==> src/rtl/switch_debounce_pkg.sv <==
// Shared types and 25 MHz default timing constants for the push-button conditioning path.
package switch_debounce_pkg;

    typedef enum logic [1:0] {
        S_IDLE         = 2'd0,
        S_PRESS_WAIT   = 2'd1,
        S_HELD         = 2'd2,
        S_RELEASE_WAIT = 2'd3
    } sw_state_t;

    localparam int DEF_DEBOUNCE_CYCLES   = 250000;    // 10 ms at 25 MHz
    localparam int DEF_SYNC_STAGES       = 2;
    localparam int DEF_LONG_PRESS_CYCLES = 25000000;  // 1 s at 25 MHz

endpackage

==> src/rtl/sw_sync.sv <==
// Multi-flop synchronizer for a slow asynchronous level; reusable for any board switch.
// Latency STAGES cycles; no backpressure.
module sw_sync #(
    parameter int STAGES = 2
) (
    input  logic clk_i,
    input  logic rst_n_i,
    input  logic async_i,
    output logic sync_o
);

    logic [STAGES-1:0] sync_q;

    always_ff @(posedge clk_i or negedge rst_n_i) begin
        if (!rst_n_i) begin
            sync_q <= '0;
        end else begin
            sync_q <= {sync_q[STAGES-2:0], async_i};
        end
    end

    assign sync_o = sync_q[STAGES-1];

endmodule

==> src/rtl/switch_debounce.sv <==
// Synchronises and debounces the push button into a clean level plus press/release pulses.
// Press/release latency SYNC_STAGES + DEBOUNCE_CYCLES; optional long-press pulse under SW_LONG_PRESS_EN.
module switch_debounce
    import switch_debounce_pkg::*;
#(
    parameter int DEBOUNCE_CYCLES   = DEF_DEBOUNCE_CYCLES,
    parameter int SYNC_STAGES       = DEF_SYNC_STAGES,
    parameter int LONG_PRESS_CYCLES = DEF_LONG_PRESS_CYCLES
) (
    input  logic i_clk,
    input  logic i_rst_n,
    input  logic i_SW,
    output logic o_sw_level,
    output logic o_press_pulse,
    output logic o_release_pulse,
    output logic o_long_press
);

    localparam int               CNT_W    = $clog2(DEBOUNCE_CYCLES);
    localparam logic [CNT_W-1:0] CNT_LAST = CNT_W'(DEBOUNCE_CYCLES - 1);
    localparam logic [CNT_W-1:0] CNT_ONE  = CNT_W'(1);

    if (DEBOUNCE_CYCLES < 2 || SYNC_STAGES < 2 || LONG_PRESS_CYCLES < 1) begin : g_bad_param
        $error("switch_debounce: illegal parameter value");
    end

    logic             sw_s;
    sw_state_t        state_q, state_d;
    logic [CNT_W-1:0] cnt_q, cnt_d;
    logic             level_q, level_d;
    logic             press_q, press_d;
    logic             release_q, release_d;

    sw_sync #(
        .STAGES (SYNC_STAGES)
    ) u_sync (
        .clk_i   (i_clk),
        .rst_n_i (i_rst_n),
        .async_i (i_SW),
        .sync_o  (sw_s)
    );

    // cnt holds the number of consecutive confirming samples seen in a *_WAIT state
    always_comb begin
        state_d   = state_q;
        cnt_d     = cnt_q;
        level_d   = level_q;
        press_d   = 1'b0;
        release_d = 1'b0;
        case (state_q)
            S_IDLE: begin
                level_d = 1'b0;
                cnt_d   = '0;
                if (sw_s) begin
                    state_d = S_PRESS_WAIT;
                    cnt_d   = CNT_ONE;
                end
            end
            S_PRESS_WAIT: begin
                if (!sw_s) begin
                    state_d = S_IDLE;
                    cnt_d   = '0;
                end else if (cnt_q == CNT_LAST) begin
                    state_d = S_HELD;
                    cnt_d   = '0;
                    level_d = 1'b1;
                    press_d = 1'b1;
                end else begin
                    cnt_d = cnt_q + CNT_ONE;
                end
            end
            S_HELD: begin
                level_d = 1'b1;
                cnt_d   = '0;
                if (!sw_s) begin
                    state_d = S_RELEASE_WAIT;
                    cnt_d   = CNT_ONE;
                end
            end
            S_RELEASE_WAIT: begin
                if (sw_s) begin
                    state_d = S_HELD;
                    cnt_d   = '0;
                end else if (cnt_q == CNT_LAST) begin
                    state_d   = S_IDLE;
                    cnt_d     = '0;
                    level_d   = 1'b0;
                    release_d = 1'b1;
                end else begin
                    cnt_d = cnt_q + CNT_ONE;
                end
            end
            default: begin
                state_d = S_IDLE;
                cnt_d   = '0;
                level_d = 1'b0;
            end
        endcase
    end

    always_ff @(posedge i_clk or negedge i_rst_n) begin
        if (!i_rst_n) begin
            state_q   <= S_IDLE;
            cnt_q     <= '0;
            level_q   <= 1'b0;
            press_q   <= 1'b0;
            release_q <= 1'b0;
        end else begin
            state_q   <= state_d;
            cnt_q     <= cnt_d;
            level_q   <= level_d;
            press_q   <= press_d;
            release_q <= release_d;
        end
    end

    assign o_sw_level      = level_q;
    assign o_press_pulse   = press_q;
    assign o_release_pulse = release_q;

`ifdef SW_LONG_PRESS_EN
    localparam int                HOLD_W    = $clog2(LONG_PRESS_CYCLES + 1);
    localparam logic [HOLD_W-1:0] HOLD_LAST = HOLD_W'(LONG_PRESS_CYCLES);
    localparam logic [HOLD_W-1:0] HOLD_ONE  = HOLD_W'(1);

    logic [HOLD_W-1:0] hold_q, hold_d;
    logic              long_q, long_d;

    // Release-wait cycles keep counting so a short bounce neither resets nor delays the hold
    always_comb begin
        hold_d = '0;
        if ((state_q == S_HELD || state_q == S_RELEASE_WAIT) && state_d != S_IDLE) begin
            hold_d = (hold_q == HOLD_LAST) ? hold_q : hold_q + HOLD_ONE;
        end
        long_d = (hold_d == HOLD_LAST) && (hold_q != HOLD_LAST);
    end

    always_ff @(posedge i_clk or negedge i_rst_n) begin
        if (!i_rst_n) begin
            hold_q <= '0;
            long_q <= 1'b0;
        end else begin
            hold_q <= hold_d;
            long_q <= long_d;
        end
    end

    assign o_long_press = long_q;
`else
    assign o_long_press = 1'b0;
`endif

endmodule

==> config.mk <==
export PLATFORM = sky130hd
export DESIGN_NAME = switch_debounce
export DESIGN_NICKNAME = d
export VERILOG_FILES = /design/src/rtl/switch_debounce_pkg.sv /design/src/rtl/sw_sync.sv /design/src/rtl/switch_debounce.sv
export SDC_FILE = /design/constraint.sdc
export NUM_CORES = 1
export LEC_CHECK = 0
export BUFFER_PORTS_ARGS = -buffer_cell sky130_fd_sc_hd__buf_4
export CAP_MARGIN = 20
export CORE_MARGIN = 1.5
export CORE_UTILIZATION = 30
export CTS_BUF_LIST = sky130_fd_sc_hd__clkbuf_4 sky130_fd_sc_hd__clkbuf_8
export CTS_CLUSTER_SIZE = 12
export DETAILED_ROUTE_END_ITERATION = 6
export PLACE_DENSITY_LB_ADDON = 0.25
export RECOVER_POWER = 50
export SETUP_SLACK_MARGIN = 0.1
export SLEW_MARGIN = 20
export SYNTH_ARGS = -nofsm -noshare
export SYNTH_HDL_FRONTEND = slang
export SYNTH_HIERARCHICAL = 1
export SYNTH_SLANG_ARGS = --single-unit
==> constraint.sdc <==
create_clock -name i_clk -period 1.8 [get_ports i_clk]
set_input_delay 0.09 -clock i_clk [delete_from_list [all_inputs] [get_ports i_clk]]
set_output_delay 0.09 -clock i_clk [all_outputs]
set_load 0.01 [all_outputs]
# Yosys cells after proc, flatten, opt, wreduce, memory -nomap -nowiden

Cells that the tools add are included.

Bits in registers: 25
Bits of input ports: 3
Output and inout bits: 4
Logic and storage cells: 45

Add/subtract/negate cells: 1
Equal/unequal tests: 12
Multiplexer cells: 23
Reduce and logical (&&, ||, !) cells: 3

Operators by type and width:

| kind                                                | number |
|---|---|
| case mux 18 bit (4 select lines)                    | 1 |
| two-way mux 18 bit                                  | 3 |
| adder 18 x 1 -> 18 bit, second input constant       | 1 |
| equality test 18 bit, second input constant         | 1 |
| two-way mux 2 bit                                   | 6 |
| two-way mux 1 bit                                   | 11 |
| != test 2 bit, second input constant                | 4 |
| case mux 2 bit (4 select lines)                     | 1 |
| AND reduction 4 bit                                 | 2 |
| equality test 2 bit, second input constant          | 2 |
| != test 2 x 1 -> 1 bit, second input constant       | 2 |
| case mux 1 bit (4 select lines)                     | 1 |
| != test 3 x 2 -> 1 bit, second input constant       | 1 |
| != test 3 bit, second input constant                | 1 |
| equality test 2 x 1 -> 1 bit, second input constant | 1 |
| logical NOT 2 bit                                   | 1 |

# Depth between registers and ports, before layout

Depth in word-level cells: 4
Depth in mapped cells: 8
Mapped depth without buffers: 7

# Modules after synthesis

Netlist, hierarchy kept.

By module, submodules not included:

| module          | instances | cells an instance | area an instance (um^2) | seq. area each (um^2) |
|---|---|---|---|---|
| switch_debounce | 1         | 130               | 1373.8                  | 575.6 |
| sw_sync         | 1         | 2                 | 50.0                    | 50.0 |

# Worst setup path after synthesis

Ideal clock, no wire load.

Kind: register to register
From: reg cnt_q[0]
To: reg cnt_q[9]
Setup time: 0.069 ns
Arrival time: 1.687 ns
Required time: 1.731 ns
Path slack: 0.045 ns
Stages on the path, launching flop included: 9
Buffers on the path: 2
Period minus slack after synthesis: 1.755 ns
Cells stage by stage: dfrtp_1 > ha_1 > and3_1 > nand3_1 > nor2_2 > or3_1 > buf_6 > buf_12 > nor2_4

Longest elaborated chain between the ends: 4
Elaborated cells on any way between the ends: 6
Classes of those cells: 1 x add/sub; 1 x eq/ne; 4 x mux

Ends and longest elaborated chain:

| what                                                                  | RTL line                                     | RTL |
|---|---|---|
| start: declaration                                                    | switch_debounce.sv:29                        | `logic [CNT_W-1:0] cnt_q, cnt_d;` |
| start signal: assignment                                              | switch_debounce.sv:110                       | `cnt_q <= cnt_d;` |
| adder 18 x 1 -> 18 bit / equality test 18 bit (equally long branches) | -                                            |  |
| two-way mux 18 bit (*)                                                | switch_debounce.sv:63, switch_debounce.sv:84 |  |
| two-way mux 18 bit (on tied branches)                                 | switch_debounce.sv:81, switch_debounce.sv:60 |  |
| case mux 18 bit (4 select lines) (*)                                  | switch_debounce.sv:50                        | `case (state_q)` |
| via cnt_d[9]                                                          | switch_debounce.sv:29                        |  |

The timed path passes the listed nets; every way through them passes the cells marked *.
A chain may end at the register's enable or synchronous reset.

# Worst setup path in the final report

From: reg cnt_q[4]
To: reg level_q, in the netlist o_sw_level

Longest elaborated chain between the ends: 3
Elaborated cells on any way between the ends: 4
Classes of those cells: 3 x eq/ne; 1 x reduce/logical

Ends and longest elaborated chain:

| what                                     | RTL line                                     | RTL |
|---|---|---|
| equality test 18 bit (*)                 | switch_debounce.sv:63, switch_debounce.sv:84 |  |
| != test 2 bit (no source line)           | -                                            |  |
| AND reduction 4 bit (no source line) (*) | -                                            |  |
| end signal: assignment                   | switch_debounce.sv:111                       | `level_q <= level_d;` |
| end: declaration                         | switch_debounce.sv:30                        | `logic level_q, level_d;` |

Mark *: on every way between the ends. The rest lies on a longest branch, timed or not.

==> metrics.md <==
| Metric | Value |
|---|---|
| DIE AREA | `5170 µm²` |
| Period utilization | `0.951` |
| Port Buffers | `5` |
| CTS tree | `yes` |
| Vias in the first global route | `1,024` |
| Crit path kind | `reg2reg` |
| Routed WL | `2790 µm` |
| Vias | `1,033` |
| CP Max Fanout | `4` |
| CTS buffer count | `3` |
| Nets@finish | `170` |
| Clk buf depth | `2` |
| H-tree depth | `1` |
| Yosys top cell by area | `dfrtp_1` |
| Critical R2R Capture | `o_sw_level` |
| Leakage | `0.000690 µW` |
| Final Max Tran Viols | `0` |
| Fillers | `425` |
| Post-synth EDFFs | `0` |
| Slack of the critical path | `87.7 ps` |
| CTS sink cnt | `25` |
| Critical path cell sequence | `nor4bb_4 -> nand2_1 -> nor3_2 -> o21ai_2 -> mux2_1` |
| Drt pass-1 iters | `4` |
| Max Cap Viol | `0` |
| Final HPWL DP | `1930 µm` |
| Area of the mapped netlist | `1420 µm²` |
| Worst setup startpoint | `cnt_q[4]` |
| Layout cells sized above 1 | `0.350` |
| Final Cell Area | `1750 µm²` |
| Synth cell types | `36` |
| Clock skew | `4.44 ps` |
| Worst slack, placed | `57.8 ps` |
| Detailed-route vias per instance | `4.87` |
| Asr flop ratio synth | `1.00` |
| Required time of the critical path | `1960 ps` |
| I/O Pins | `7` |
| Final Critical Period | `1710 ps` |
| Die W | `71.9 µm` |
| Grt total ovfl | `0` |
| DR DRC count | `0` |
| Power density over the cells | `986 nW/µm²` |
| Unrepaired setup endpoints after global routing | `yes` |
| Final core occ | `0.391` |
| Worst setup SP type | `flip-flop` |
| GRT Overall Usage | `0.113` |
| Internal reg-to-reg setup slack | `90 ps` |
| Reg-to-Reg Start | `cnt_q[4]` |
| Syn Inst Count | `132` |
| Clk root buf | `clkbuf_8` |
| Critical Path Stages | `5` |
| Fmax | `0.584 GHz` |
| CP max stage cell | `dfrtp_2` |
| Initial Util | `0.318` |
| Area occupied by multi-input gates | `768 µm²` |
| Register area | `627 µm²` |
| Pin count of the biggest net entering global routing | `26` |
| Worst Max-Slew Pin Slew | `652 ps` |
| First-pass GRT wire length | `4550 µm` |
| Worst skew pair latency | `270 ps` |
| Initial antenna violation count | `0` |
| Yosys warns | `6` |
| Die H | `71.9 µm` |
| Setup TNS | `0 ps` |
| Crit. End Element | `flip-flop` |
| Slew headroom | `0.565` |
| Final ANT Viol Nets | `0` |
| Final setup vio count | `0` |
| CP max stage delay | `460 ps` |
| Top-count cell post-synth | `dfrtp_1` |
| Post-synth top area share | `0.439` |
| Routed len/inst | `13.2 µm` |
| GPL Wtd Cong | `0.802` |
| Antenna Diode Count | `0` |
| Finished Layout Cells | `212` |
| Cell row count | `24` |
| Max IR drop VDD | `0.625 mV` |
| CP delay by family, top | `simple AND/OR/NAND/NOR gates` |
| Syn_nets | `141` |
| Area Overhead vs Synth | `22.8%` |
| Worst Hold Class | `reg2reg` |
| Crit path to | `o_sw_level` |
| Top cells by instance count after synthesis | `25 x dfrtp_1, 13 x nor2_1, 11 x nand2_1, 10 x nand3_1, 10 x xor2_1` |
| Cell Area, Placed | `1580 µm²` |
| Ranking of synthesized cells by area | `dfrtp_1 44%, nor2_4 7.1%, xor2_1 6.2%, ha_1 5.3%, xnor2_1 3.7%` |
| CTS clk-pin slew, worst paths | `90 ps` |
| Main synth FF type | `dfrtp_1` |
| Worst R2R Path Depth | `5` |
| Yosys reg bits | `25` |
| Dpl cells | `197` |
| Final hold vios | `0` |
| Sequential area share after synthesis | `0.439` |
| Core Area | `4470 µm²` |
| Worst path bufs/invs | `0` |
| Avg Inst Size Synth | `10.8 µm²` |
| Status | `finished, final reports clean` |
| Worst EP arrival | `1870 ps` |
| Iteration-0 DRC Markers | `38` |
[sequential cells by signal (all words and copies together) (netlist names), named ones only]
name,flops
o_press_pulse,1
state_q,1
o_release_pulse,1
u_sync/sync_q,2
o_sw_level,1
cnt_q,18
[placed cells by master, fill, tap and decap left out, drive strengths merged, types with 2 or more instances in the layout]
master / instances
xor2: 10
nor4: 2
xnor2: 6
dlygate4sd3: 2
nand3: 10
nand2: 11
nor4bb: 2
nor3: 4
nand4: 5
inv: 5
dfrtp: 25
buf: 23
nor2: 24
ha: 6
and3: 2
clkbuf: 6
o21ai: 4
[cell type report]
class                      count  share of cell area
clock buffer                   3              0.0236
tap                           52              0.0372
timing repair buffer          28               0.126
multi-input combinational     98               0.440
sequential                    25               0.359
inverter                       5              0.0107
clock inverter                 1             0.00429
[metal layers]
| metal | GRT usage | wire [µm] | vias up |
|---|---|---|---|
| li1 | - | - | 505 |
| met1 | 0.133 | 1260 | 510 |
| met2 | 0.205 | 1440 | 14 |
| met3 | 0.0292 | 71 | 4 |
| met4 | 0.0252 | 25 | 0 |
| met5 | 0 | 0 | - |
[logic make-up after synthesis]
group,after synthesis,share of synthesized area
AND/OR/NAND/NOR,64,0.307
flip-flops,25,0.439
XOR/XNOR,16,0.0984
AO/OA/AOI/OAI,9,0.0413
buffers and inverters,9,0.0439
adder cells (fa/ha/maj),6,0.0527
multiplexers,2,0.0149
other,1,0.00263
[worst min path at each step]
stage / startpoint / endpoint / slack [ps] / depth (start not counted)
2_1_floorplan: i_rst_n / asynchronous set/reset pin / -210 / 0
3_3_place_gp: i_rst_n / state_q[0] / 20 / 1
3_5_place_dp: i_rst_n / state_q[0] / 20 / 1
4_1_cts: i_rst_n / o_sw_level / 270 / 2
5_1_grt: u_sync/sync_q[0] / u_sync/sync_q[1] / 380 / 0
6_report: u_sync/sync_q[0] / u_sync/sync_q[1] / 360 / 0
[repair_timing]
item                                   CTS  global route
setup endpoints to repair                2            20
buffers inserted                         4             4
hold buffers                             2             0
endpoints found under the hold margin   26             0
pin swaps                                2             6
gates cloned                             1             0
gates resized for setup                  1            11
[through the flow]
step,hold slack [ps],power (µW)
after global routing,380,1860
final,361,1720
after floorplan,-206,1150
after CTS,273,1670
after detailed placement,18.9,1290
after global placement,18.1,1270
[worst reg2reg max path, delay by kind of cell, from the launching register on]
kind,cells,cell delay (ps)
AO/OA/AOI/OAI,1,80
flip-flops,1,460
multiplexers,1,310
AND/OR/NAND/NOR,3,740
[power by group]
group / total, µW / internal, µW / switching, µW
clock: 342 / 157 / 185
sequential: 662 / 618 / 44.0
combinational: 719 / 319 / 400
(Power assumes the default switching activity.)
